$ cat config.mk
export PLATFORM = sky130hd
export DESIGN_NAME = mashdecim_flat
export DESIGN_NICKNAME = d
export VERILOG_FILES = /design/src/rtl/mashdecim_if.sv /design/src/rtl/mashdecim.sv /design/src/flat_wrapper.sv
export SDC_FILE = /design/constraint.sdc
export NUM_CORES = 1
export LEC_CHECK = 0
export ABC_AREA = 1
export BUFFER_PORTS_ARGS = -buffer_cell sky130_fd_sc_hd__buf_2
export CAP_MARGIN = 5
export CORE_ASPECT_RATIO = 1.4
export CORE_MARGIN = 2
export CORE_UTILIZATION = 50
export DETAILED_ROUTE_END_ITERATION = 6
export PLACE_DENSITY = 0.76
export SYNTH_ARGS = -nofsm -noshare
export SYNTH_HDL_FRONTEND = slang
export SYNTH_SLANG_ARGS = --single-unit
$ cat constraint.sdc
create_clock -name clk -period 14.2 [get_ports clk]
set_clock_uncertainty 0.1 [all_clocks]
set_input_delay 2.13 -clock clk [delete_from_list [all_inputs] [get_ports clk]]
set_output_delay 2.13 -clock clk [all_outputs]
set_load 0.02 [all_outputs]
$ cat src/rtl/mashdecim_if.sv
// Sample-in / reconstruction-out bundle for the mashdecim sinc^4 decimator.
// The bench drives through master; the decimator sits on slave.
interface mashdecim_if;
  logic [15:0] in_value;
  logic        in_valid;
  logic [31:0] out_value;
  logic        out_valid;
  logic        settled;

  // No back-pressure: a sample is taken on every rising edge with in_valid
  // high, and out_valid is a single-cycle pulse qualifying a new out_value.
  modport master (
    output in_value,
    output in_valid,
    input  out_value,
    input  out_valid,
    input  settled
  );

  modport slave (
    input  in_value,
    input  in_valid,
    output out_value,
    output out_valid,
    output settled
  );
endinterface

$ cat src/rtl/mashdecim.sv
// 4th-order CIC (sinc^4) decimator, ratio 2^LOG2R, turning the 16-bit MASH
// sample stream back into a 16.16 estimate of the modulator target.
module mashdecim #(
  parameter int LOG2R = 4
) (
  input logic        clk,
  input logic        rst_n,
  mashdecim_if.slave bus
);
  localparam int W = 16 + 4 * LOG2R;

  logic [W-1:0]     i1, i2, i3, i4;
  logic [W-1:0]     i1_n, i2_n, i3_n, i4_n;
  logic [W-1:0]     d;
  logic [W-1:0]     z1, z2, z3, z4;
  logic [W-1:0]     c1, c2, c3, c4;
  logic [W-1:0]     x;
  logic [LOG2R-1:0] phase;
  logic             dv;
  logic [2:0]       out_cnt;
  logic [31:0]      out_value_r;
  logic             out_valid_r;
  logic             settled_r;

  // Integrators cascade on the freshly updated values; everything wraps mod 2^W,
  // which the combs undo exactly.
  always_comb begin
    x    = {{(W-16){1'b0}}, bus.in_value};
    i1_n = i1 + x;
    i2_n = i2 + i1_n;
    i3_n = i3 + i2_n;
    i4_n = i4 + i3_n;
    c1   = d - z1;
    c2   = c1 - z2;
    c3   = c2 - z3;
    c4   = c3 - z4;
  end

  always_ff @(posedge clk) begin
    if (!rst_n) begin
      i1          <= '0;
      i2          <= '0;
      i3          <= '0;
      i4          <= '0;
      d           <= '0;
      z1          <= '0;
      z2          <= '0;
      z3          <= '0;
      z4          <= '0;
      phase       <= '0;
      dv          <= 1'b0;
      out_cnt     <= 3'd0;
      out_value_r <= 32'd0;
      out_valid_r <= 1'b0;
      settled_r   <= 1'b0;
    end else begin
      dv          <= 1'b0;
      out_valid_r <= 1'b0;

      if (bus.in_valid) begin
        i1    <= i1_n;
        i2    <= i2_n;
        i3    <= i3_n;
        i4    <= i4_n;
        phase <= phase + LOG2R'(1);
        // Last sample of the block: hand the block's I4 to the comb section.
        if (&phase) begin
          d  <= i4_n;
          dv <= 1'b1;
        end
      end

      // Comb runs one edge after capture, overlapping the next block's intake.
      if (dv) begin
        z1          <= d;
        z2          <= c1;
        z3          <= c2;
        z4          <= c3;
        out_value_r <= c4[W-1 -: 32];
        out_valid_r <= 1'b1;
        if (out_cnt != 3'd4) out_cnt <= out_cnt + 3'd1;
        // The 4th output is the first one whose comb history is all real data.
        if (out_cnt >= 3'd3) settled_r <= 1'b1;
      end
    end
  end

  assign bus.out_value = out_value_r;
  assign bus.out_valid = out_valid_r;
  assign bus.settled   = settled_r;
endmodule

$ cat src/flat_wrapper.sv
// flat-port wrapper written by rule: the top's interface ports become plain ports
module mashdecim_flat 
#(
  parameter int LOG2R = 4
)
  (clk, rst_n, bus_in_value, bus_in_valid, bus_out_value, bus_out_valid, bus_settled);
  mashdecim_if bus_i ();
  input logic clk;
  input logic rst_n;
  input wire logic [$bits(bus_i.in_value)-1:0] bus_in_value;
  input wire logic [$bits(bus_i.in_valid)-1:0] bus_in_valid;
  output wire logic [$bits(bus_i.out_value)-1:0] bus_out_value;
  output wire logic [$bits(bus_i.out_valid)-1:0] bus_out_valid;
  output wire logic [$bits(bus_i.settled)-1:0] bus_settled;
  assign bus_i.in_value = bus_in_value;
  assign bus_i.in_valid = bus_in_valid;
  assign bus_out_value = bus_i.out_value;
  assign bus_out_valid = bus_i.out_valid;
  assign bus_settled = bus_i.settled;
  mashdecim #(.LOG2R(LOG2R)) u_core (.clk(clk), .rst_n(rst_n), .bus(bus_i));
endmodule
==> impl_metrics.json, run 1 <==
{
  "status": "complete, no violations",
  "worst_setup_path_start_kind": "input pin",
  "grt_pass1_vias": 22200,
  "path_class": "in2reg",
  "area_growth_pct": 8.14,
  "dp.cells": 4176,
  "rrSetupSlack_ns": 6.75,
  "switching_share_pct": 46.5,
  "switchingPower_mw": 2.15,
  "synth_top_area_cell": "dfxtp_1",
  "place_congestion": 0.973,
  "die_w_um": 191,
  "p_int_mw": 2.47,
  "pwr-share-comb_pct": 55.2,
  "io_buffers": 52,
  "power_mw": 4.61,
  "cts.sinks": 330,
  "post-route-period-util_pct": 60.6,
  "yosysMostFrequentCell": "inv_1",
  "rows": 95,
  "endpoint": "u_core.i4[30]",
  "die_y_um": 265,
  "drt-initial-drc-count": 1194,
  "ys.warnings.count": 0,
  "slew_viol_final": 0,
  "slowest_delay_ns": 0.52,
  "ant_nets": 0,
  "synthArstFlopShare_pct": 0,
  "grt_pass1_wl_mm": 103,
  "power.density_nw_per_um2": 175,
  "relSlewSlack_pct": 37.8,
  "crit_top_cell": "nand2_2",
  "worstPathArrival_ns": 8.97,
  "avgViaCountPerCell": 5.37,
  "clk_path_buf_depth": 3,
  "overflow": 0,
  "post-route-min-period_ns": 8.60,
  "cts_buffers": 38,
  "fillers": 4730,
  "hold_viol_final": 0,
  "cts-root-buf": "clkbuf_16",
  "synth-seq-area-share_pct": 27.1,
  "grt_start_max_net_pins": 149,
  "crit_path_start": "bus_in_value[0]",
  "num_antenna_cells": 0,
  "drive_gt1_share_pct": 5.98,
  "antenna_found_initial": 0,
  "track_usage_pct": 24.5,
  "synthTopCellsByCount": "inv_1, nand2_1, a21oi_1",
  "wl_mm": 62.2,
  "drtPass1Iterations": 6,
  "dp_slack_ns": 5.08,
  "core_area_um2": 48100,
  "start_util_pct": 50.7,
  "yosys-top-cells-area": "dfxtp_1, ha_1, inv_1",
  "setup_violations": 0,
  "worstMarginPinSlew_ns": 0.932,
  "crit_fanout": 6,
  "ir_drop_v": 0.000119,
  "crit_path_end_kind": "flop",
  "avgRoutedWirePerCell_um": 14.7,
  "seqPwrFrac_pct": 23.4,
  "syn_area_per_cell_um2": 6.81,
  "hp-class": "reg2reg",
  "cts_hold_buf": 0,
  "ys.flop_type": "dfxtp_1",
  "worst-r2r-cell-count": 39,
  "synth_edf_count": 0,
  "vias": 22800,
  "stdcell_count": 4243,
  "drc": 0,
  "slowest_stage": "a2111oi_0",
  "rsz0062_at_grt": "no",
  "syn_area_um2": 24400,
  "worstPathRequired_ns": 14.57,
  "die_area_um2": 50600,
  "pwr-share-clk_pct": 21.5,
  "power_leakage_nw": 14.0,
  "top_level_ports": 53,
  "fmax_mhz": 116,
  "synth_fp_nets": 3850,
  "cts_tree": "done",
  "htree_levels": 2,
  "fin_nets": 3851,
  "synthCells": 3585,
  "synth_top_area_share_pct": 27.1,
  "hpwlAfterDp_mm": 47.8,
  "r2r_start": "u_core.d[0]",
  "yosysUniqueCellTypes": 63,
  "synth_seq_cells": 330,
  "cap_violations": 0,
  "clk_pin_slew_worst_paths_ns": 0.06,
  "fin_setup_tns_ns": 0,
  "r2r-end": "u_core.bus.out_value[31]",
  "clock_latency_ns": 0.58,
  "cts_resized": 0,
  "setup_ws_ns": 5.60,
  "postCtsSetupBuffers": 0,
  "whs_path_depth": 2
}
==> worst min-delay path by stage <==
stage / from / end / slack, ns
finish: u_core.bus.settled / u_core.bus.settled / 0.34
global route: u_core.phase[3] / u_core.dv / 0.36
detailed placement: u_core.bus.settled / u_core.bus.settled / 0.33
CTS: u_core.bus.settled / u_core.bus.settled / 0.34
global placement: u_core.bus.settled / u_core.bus.settled / 0.33
floorplan: u_core.phase[3] / u_core.dv / 0.33
==> registers in the layout, indices dropped and copies added (netlist names) <==
signal and flops:
u_core.out_cnt 3, u_core.z4 32, u_core.bus.settled 1, u_core.i4 32
u_core.z2 32, u_core.i2 32, u_core.phase 4, u_core.bus.out_value 32
u_core.bus.out_valid 1, u_core.i3 32, u_core.i1 32, u_core.z3 32
u_core.d 32, u_core.z1 32, u_core.dv 1
==> critical path: cells and delay by family <==
family                   cells  cell delay, ns
buffers and inverters        4            0.30
adder cells (fa/ha/maj)      5            1.72
XOR/XNOR                     3            0.71
AND/OR/NAND/NOR             18            1.76
AO/OA/AOI/OAI               13            2.35
==> power by group through the flow <==
stage	Clock [mW]	Combinational (mW)	Sequential (mW)
floorplan	0	1.95	1.07
global placement	0	2.49	1.10
detailed placement	0	2.51	1.09
CTS	1.01	2.53	1.08
global route	1.05	2.84	1.09
finish	0.989	2.54	1.08
==> cell usage in the layout (no fill, tap or decap), drive strengths merged <==
cell type  instances
a2111oi            1
or4                1
xor2             145
a31o               1
buf               61
nor3              29
o221ai            14
nor3b              3
a221oi             5
o211a              1
o2111ai            5
or2                2
a21o              21
xnor2             67
a21boi             8
fa                 8
nand4             14
a21oi            403
nor2             384
nand3            133
o22ai             17
ha               238
nor4              17
dfxtp            330
o221a              2
o31ai              2
and3               6
bufinv             2
o21a               7
clkinv             8
nand2            509
o211ai            34
inv              627
clkbuf            55
a31oi             45
o21ai            390
and2               1
a211oi             4
nand3b             3
o21bai            10
==> layout make-up <==
cell class	count	area, um^2	share of cell area, %
repair buffers	61	333	1.26
well taps	630	788	2.99
flip-flops and latches	330	6610	25.0
clock buffers	55	1090	4.11
multi-input cells	2530	15100	57.1
clock inverters	12	150	0.569
inverters	625	2360	8.93
==> routing by layer <==
metal | global-route usage [%] | routed length [um] | vias up
li1 | - | - | 11800
met1 | 25.9 | 24800 | 10400
met2 | 46.4 | 32300 | 386
met3 | 3.21 | 1820 | 169
met4 | 12.7 | 3250 | 0
met5 | 0 | 0 | -
==> kinds of logic (layout without fill, tap and decap cells) <==
kind of cell | count (synthesis) | after routing | synth area share, %
and+or+nand+nor | 1102 | 1102 | 19.0
AOI/OAI and AO/OA | 970 | 970 | 22.3
buffers and inverters | 725 | 753 | 11.2
adders and majority gates | 246 | 246 | 12.9
xor gates and xnor gates | 212 | 212 | 7.64
DFF | 330 | 330 | 27.1
==> per-stage QoR <==
stage	util, %	hold WS, ns	instance area [um^2]
3_5_place_dp	52.3	0.333	25200
6_report	54.8	0.342	26400
5_1_grt	54.8	0.358	26400
2_1_floorplan	-	0.329	24400
3_3_place_gp	52.3	0.328	25200
4_1_cts	54.8	0.343	26400
No activity file was read; power rests on OpenSTA's default activity.
==> inputs of run 2 (changes only) <==
clock period = 8.55 ns   (was 14.2 ns; I/O delays follow)
==> run 2 against run 1 <==
Worst hold slack lost 0.0063 ns. Via count grew 0.77%. Wire length grew 1.1%. Largest cell class unchanged. Critical endpoint unchanged. Register-to-register slack lost 5.7 ns. Critical path type unchanged. Die area is the same. Total power grew 68%. Sequential power grew 67%. Final cell count grew 0.12%. Sequential share of layout area shrank 0.073 points. Count of clock-buffer cells in the layout shrank 8.
==> impl_metrics.json, run 2 (synthesis results as in run 1) <==
{
  "status": "complete, no violations",
  "worstMarginPinSlew_ns": 0.895,
  "slew_viol_final": 0,
  "clock_latency_ns": 0.58,
  "slowest_stage": "a2111oi_0",
  "die_y_um": 265,
  "setup_ws_ns": 0.958,
  "num_antenna_cells": 0,
  "top_level_ports": 53,
  "drive_gt1_share_pct": 6.33,
  "r2r-end": "u_core.bus.out_value[30]",
  "ir_drop_v": 0.000225,
  "worst-r2r-cell-count": 35,
  "rrSetupSlack_ns": 1.03,
  "fmax_mhz": 132,
  "vias": 22900,
  "area_growth_pct": 8.46,
  "clk_pin_slew_worst_paths_ns": 0.06,
  "post-route-period-util_pct": 88.8,
  "rows": 95,
  "grt_start_max_net_pins": 115,
  "core_area_um2": 48100,
  "crit_fanout": 6,
  "slowest_delay_ns": 0.43,
  "whs_path_depth": 2,
  "start_util_pct": 50.7,
  "hold_viol_final": 0,
  "die_w_um": 191,
  "die_area_um2": 50600,
  "worstPathArrival_ns": 7.97,
  "clk_path_buf_depth": 3,
  "drc": 0,
  "path_class": "in2reg",
  "grt_pass1_wl_mm": 105,
  "setup_violations": 0,
  "cts_buffers": 38,
  "wl_mm": 62.8,
  "cts_tree": "done",
  "post-route-min-period_ns": 7.59,
  "cts.sinks": 330,
  "drt-initial-drc-count": 1043,
  "worstPathRequired_ns": 8.92,
  "avgViaCountPerCell": 5.40,
  "htree_levels": 2,
  "power_leakage_nw": 14.0,
  "drtPass1Iterations": 7,
  "postCtsSetupBuffers": 0,
  "cts-root-buf": "clkbuf_16",
  "min_from": "u_core.bus.settled",
  "min_to": "u_core.bus.settled",
  "fin_nets": 3855,
  "fin_setup_tns_ns": 0,
  "track_usage_pct": 24.8,
  "hp-class": "reg2reg",
  "antenna_found_initial": 0,
  "final_cell_mix": "inv_1, nand2_1, a21oi_1",
  "ant_nets": 0,
  "relSlewSlack_pct": 40.4,
  "io_buffers": 52,
  "rsz0062_at_grt": "no",
  "dp_slack_ns": 0.438,
  "final_common_cell": "inv_1",
  "final_util_pct": 55.0,
  "crit_path_end_kind": "flop",
  "cts_hold_buf": 0,
  "power.density_nw_per_um2": 293,
  "worst_setup_path_start_kind": "input pin",
  "grt_pass1_vias": 22200,
  "place_congestion": 0.985,
  "cap_violations": 0,
  "avgRoutedWirePerCell_um": 14.8,
  "cts_resized": 0,
  "overflow": 0,
  "hpwlAfterDp_mm": 48.0,
  "r2r_start": "u_core.d[0]"
}
## run 2: worst max-delay path by stage
stage | start | to | slack [ns] | depth (start not counted)
floorplan | bus_in_value[0] | u_core.i4[30] | 1.42 | 42
global placement | bus_in_value[0] | u_core.i4[27] | 0.49 | 36
detailed placement | bus_in_value[0] | u_core.i4[30] | 0.44 | 43
CTS | bus_in_value[0] | u_core.i4[30] | 1.00 | 43
global route | bus_in_value[0] | u_core.i4[30] | 0.26 | 44
finish | bus_in_value[0] | u_core.i4[30] | 0.96 | 38
## run 2: worst max-delay path, delay by kind of cell
| family | cells | cell delay (ns) |
|---|---|---|
| and+or+nand+nor | 20 | 2.76 |
| adders and majority gates | 5 | 1.80 |
| AOI/OAI and AO/OA | 8 | 1.28 |
| xor gates and xnor gates | 3 | 0.68 |
| buffers and inverters | 2 | 0.15 |
## run 2: stage by stage
| step | area [um^2] | cells | power [mW] | hold slack [ns] |
|---|---|---|---|---|
| 2_1_floorplan | 24400 | 3585 | 5.01 | 0.329 |
| 3_3_place_gp | 25200 | 4180 | 5.99 | 0.330 |
| 3_5_place_dp | 25200 | 4180 | 6.04 | 0.331 |
| 4_1_cts | 26500 | 4248 | 7.75 | 0.340 |
| 5_1_grt | 26500 | 4248 | 8.37 | 0.352 |
| 6_report | 26500 | 4248 | 7.77 | 0.336 |
## run 2: per-layer routing
layer	global-route usage, %	wire length [um]
met1	26.5	25200
met2	46.8	32300
met3	2.65	1800
met4	13.9	3540
met5	0	0
## run 2: where the power goes
group	internal [mW]	switching, mW	leakage, nW
Sequential	1.69	0.110	2.69
Clock	0.980	0.707	0.626
Combinational	1.49	2.80	10.7
## run 2: layout make-up
type / instances / area, um^2
timing repair buffer: 65 / 363
fill: 4692 / 21700
clock buffer: 47 / 1060
inverter: 625 / 2360
sequential: 330 / 6610
multi-input combinational: 2530 / 15100
clock inverter: 21 / 228
tap: 630 / 788
==> inputs of run 3 (changes only) <==
GPL_TIMING_DRIVEN = 0   (was unset)
==> run 3 against run 2 <==
Design area grew 1.3%. Highest routed layer unchanged. Largest cell class unchanged. Sequential cell count is the same. Count of clock-buffer cells in the layout is the same. Core utilization grew 0.73 points. Wire length grew 9.8%. Sequential share of layout area shrank 0.34 points. Global-route usage grew 2.3 points. Non-clock buffer count grew 87. Final cell count grew 2.0%. Via count grew 2.1%. Maximum frequency shrank 6.3%. Critical path type unchanged.
==> impl_metrics.json, run 3 (synthesis results as in run 1) <==
{
  "status": "complete, no violations",
  "ant_nets": 0,
  "power.density_nw_per_um2": 294,
  "clk_pin_slew_worst_paths_ns": 0.06,
  "slowest_delay_ns": 0.48,
  "avgRoutedWirePerCell_um": 15.9,
  "worstPathRequired_ns": 8.96,
  "cts_tree": "done",
  "multiInputGateArea_um2": 15100,
  "die_w_um": 191,
  "cts_hold_buf": 0,
  "r2r-end": "u_core.d[31]",
  "grt_start_max_net_pins": 16,
  "crit_top_cell": "nand2_1",
  "worst_setup_path_start_kind": "input pin",
  "min_from": "u_core.bus.settled",
  "fillers": 4721,
  "hpwlAfterDp_mm": 55.3,
  "die_area_um2": 50600,
  "htree_levels": 2,
  "hp-class": "reg2reg",
  "grt_pass1_vias": 22600,
  "start_util_pct": 50.7,
  "track_usage_pct": 27.1,
  "fmax_mhz": 123,
  "power_mw": 7.88,
  "num_antenna_cells": 0,
  "rows": 95,
  "vias": 23400,
  "drive_gt1_share_pct": 5.86,
  "wl_mm": 69.0,
  "whs_path_depth": 2,
  "io_buffers": 52,
  "drtPass1Iterations": 5,
  "final_cell_mix": "inv_1, nand2_1, a21oi_1",
  "grt_pass1_wl_mm": 111,
  "antenna_found_initial": 0,
  "slowest_stage": "a31oi_1",
  "worstPathArrival_ns": 8.51,
  "area_growth_pct": 9.90,
  "top_level_ports": 53,
  "slew_viol_final": 0,
  "clock_latency_ns": 0.57,
  "cts_buffers": 37,
  "path_class": "in2reg",
  "cts-root-buf": "clkbuf_16",
  "post-route-period-util_pct": 94.8,
  "cap_violations": 0,
  "drc": 0,
  "worst-r2r-cell-count": 42,
  "setup_violations": 0,
  "fin_nets": 3941,
  "dp.cells": 4267,
  "place_congestion": 0.994,
  "relSlewSlack_pct": 28.9,
  "core_area_um2": 48100,
  "min_to": "u_core.bus.settled",
  "post-route-min-period_ns": 8.10,
  "postCtsSetupBuffers": 0,
  "ir_drop_v": 0.000290,
  "cts.sinks": 330,
  "rsz0062_at_grt": "no",
  "crit_path_end_kind": "flop",
  "worstMarginPinSlew_ns": 1.07,
  "crit_fanout": 6,
  "overflow": 0,
  "r2r_start": "u_core.i1[0]",
  "die_y_um": 265,
  "rrSetupSlack_ns": 0.96,
  "drt-initial-drc-count": 1205,
  "final_common_cell": "inv_1",
  "stdcell_count": 4334,
  "register_area_um2": 6610,
  "power_leakage_nw": 14.1,
  "hold_viol_final": 0,
  "clk_path_buf_depth": 3,
  "avgViaCountPerCell": 5.40
}
[run 3: routing by layer]
metal / track usage, % / vias to the layer above / wire length, um
met5: 0 / - / 0
met4: 18.1 / 0 / 5090
met2: 49.9 / 516 / 34500
li1: - / 12000 / -
met1: 28.4 / 10700 / 26600
met3: 3.46 / 205 / 2750
[run 3: critical path: cells and delay by family]
family / cells / cell delay, ns
xor+xnor: 3 / 0.79
simple gates: 24 / 2.82
fa+ha+maj: 5 / 1.63
buf+inv: 3 / 0.31
compound gates: 8 / 1.65
[run 3: where the power goes]
part           internal (mW)  total [mW]  switching (mW)  leakage [nW]
clock                   1.07        1.78           0.705         0.644
sequential              1.69        1.77          0.0864          2.69
combinational           1.46        4.32            2.86          10.8
[run 3: worst max path at each step]
| stage | from | to | slack [ns] | cells after the start |
|---|---|---|---|---|
| floorplan | bus_in_value[0] | u_core.i4[30] | 1.42 | 42 |
| CTS | bus_in_value[0] | u_core.i4[30] | 0.46 | 42 |
| detailed placement | bus_in_value[0] | u_core.i4[30] | -0.08 | 42 |
| global route | bus_in_value[0] | u_core.i4[30] | 0.02 | 41 |
| finish | bus_in_value[0] | u_core.d[31] | 0.45 | 43 |
| global placement | bus_in_value[0] | u_core.i4[30] | -0.03 | 43 |
[run 3: area by class of cell]
cell class | count | area share (%)
plain buffers | 100 | 1.43
clock buffers | 47 | 3.86
clock inverters | 20 | 1.14
inverters | 625 | 8.74
multi-input cells | 2530 | 56.3
flip-flops and latches | 330 | 24.6
well taps | 630 | 2.94
repair buffers | 52 | 0.970
[run 3: what timing repair did]
action                                  4_1_cts  5_1_grt
hold endpoints to repair                      0        0
resized for setup                             0        5
endpoints found under the setup margin        0        2
[run 3: stage by stage]
step                      util [%]  worst slack (ns)  hold slack [ns]  setup TNS [ns]  cell area, um^2
after global placement        52.9           -0.0341            0.335         -0.0341            25500
after CTS                     55.7             0.460            0.352               0            26800
after detailed placement      52.9           -0.0786            0.343         -0.0786            25500
final                         55.7             0.447            0.350               0            26800
after global routing          55.7            0.0157            0.381               0            26800
after floorplan                  -              1.42            0.329               0            24400
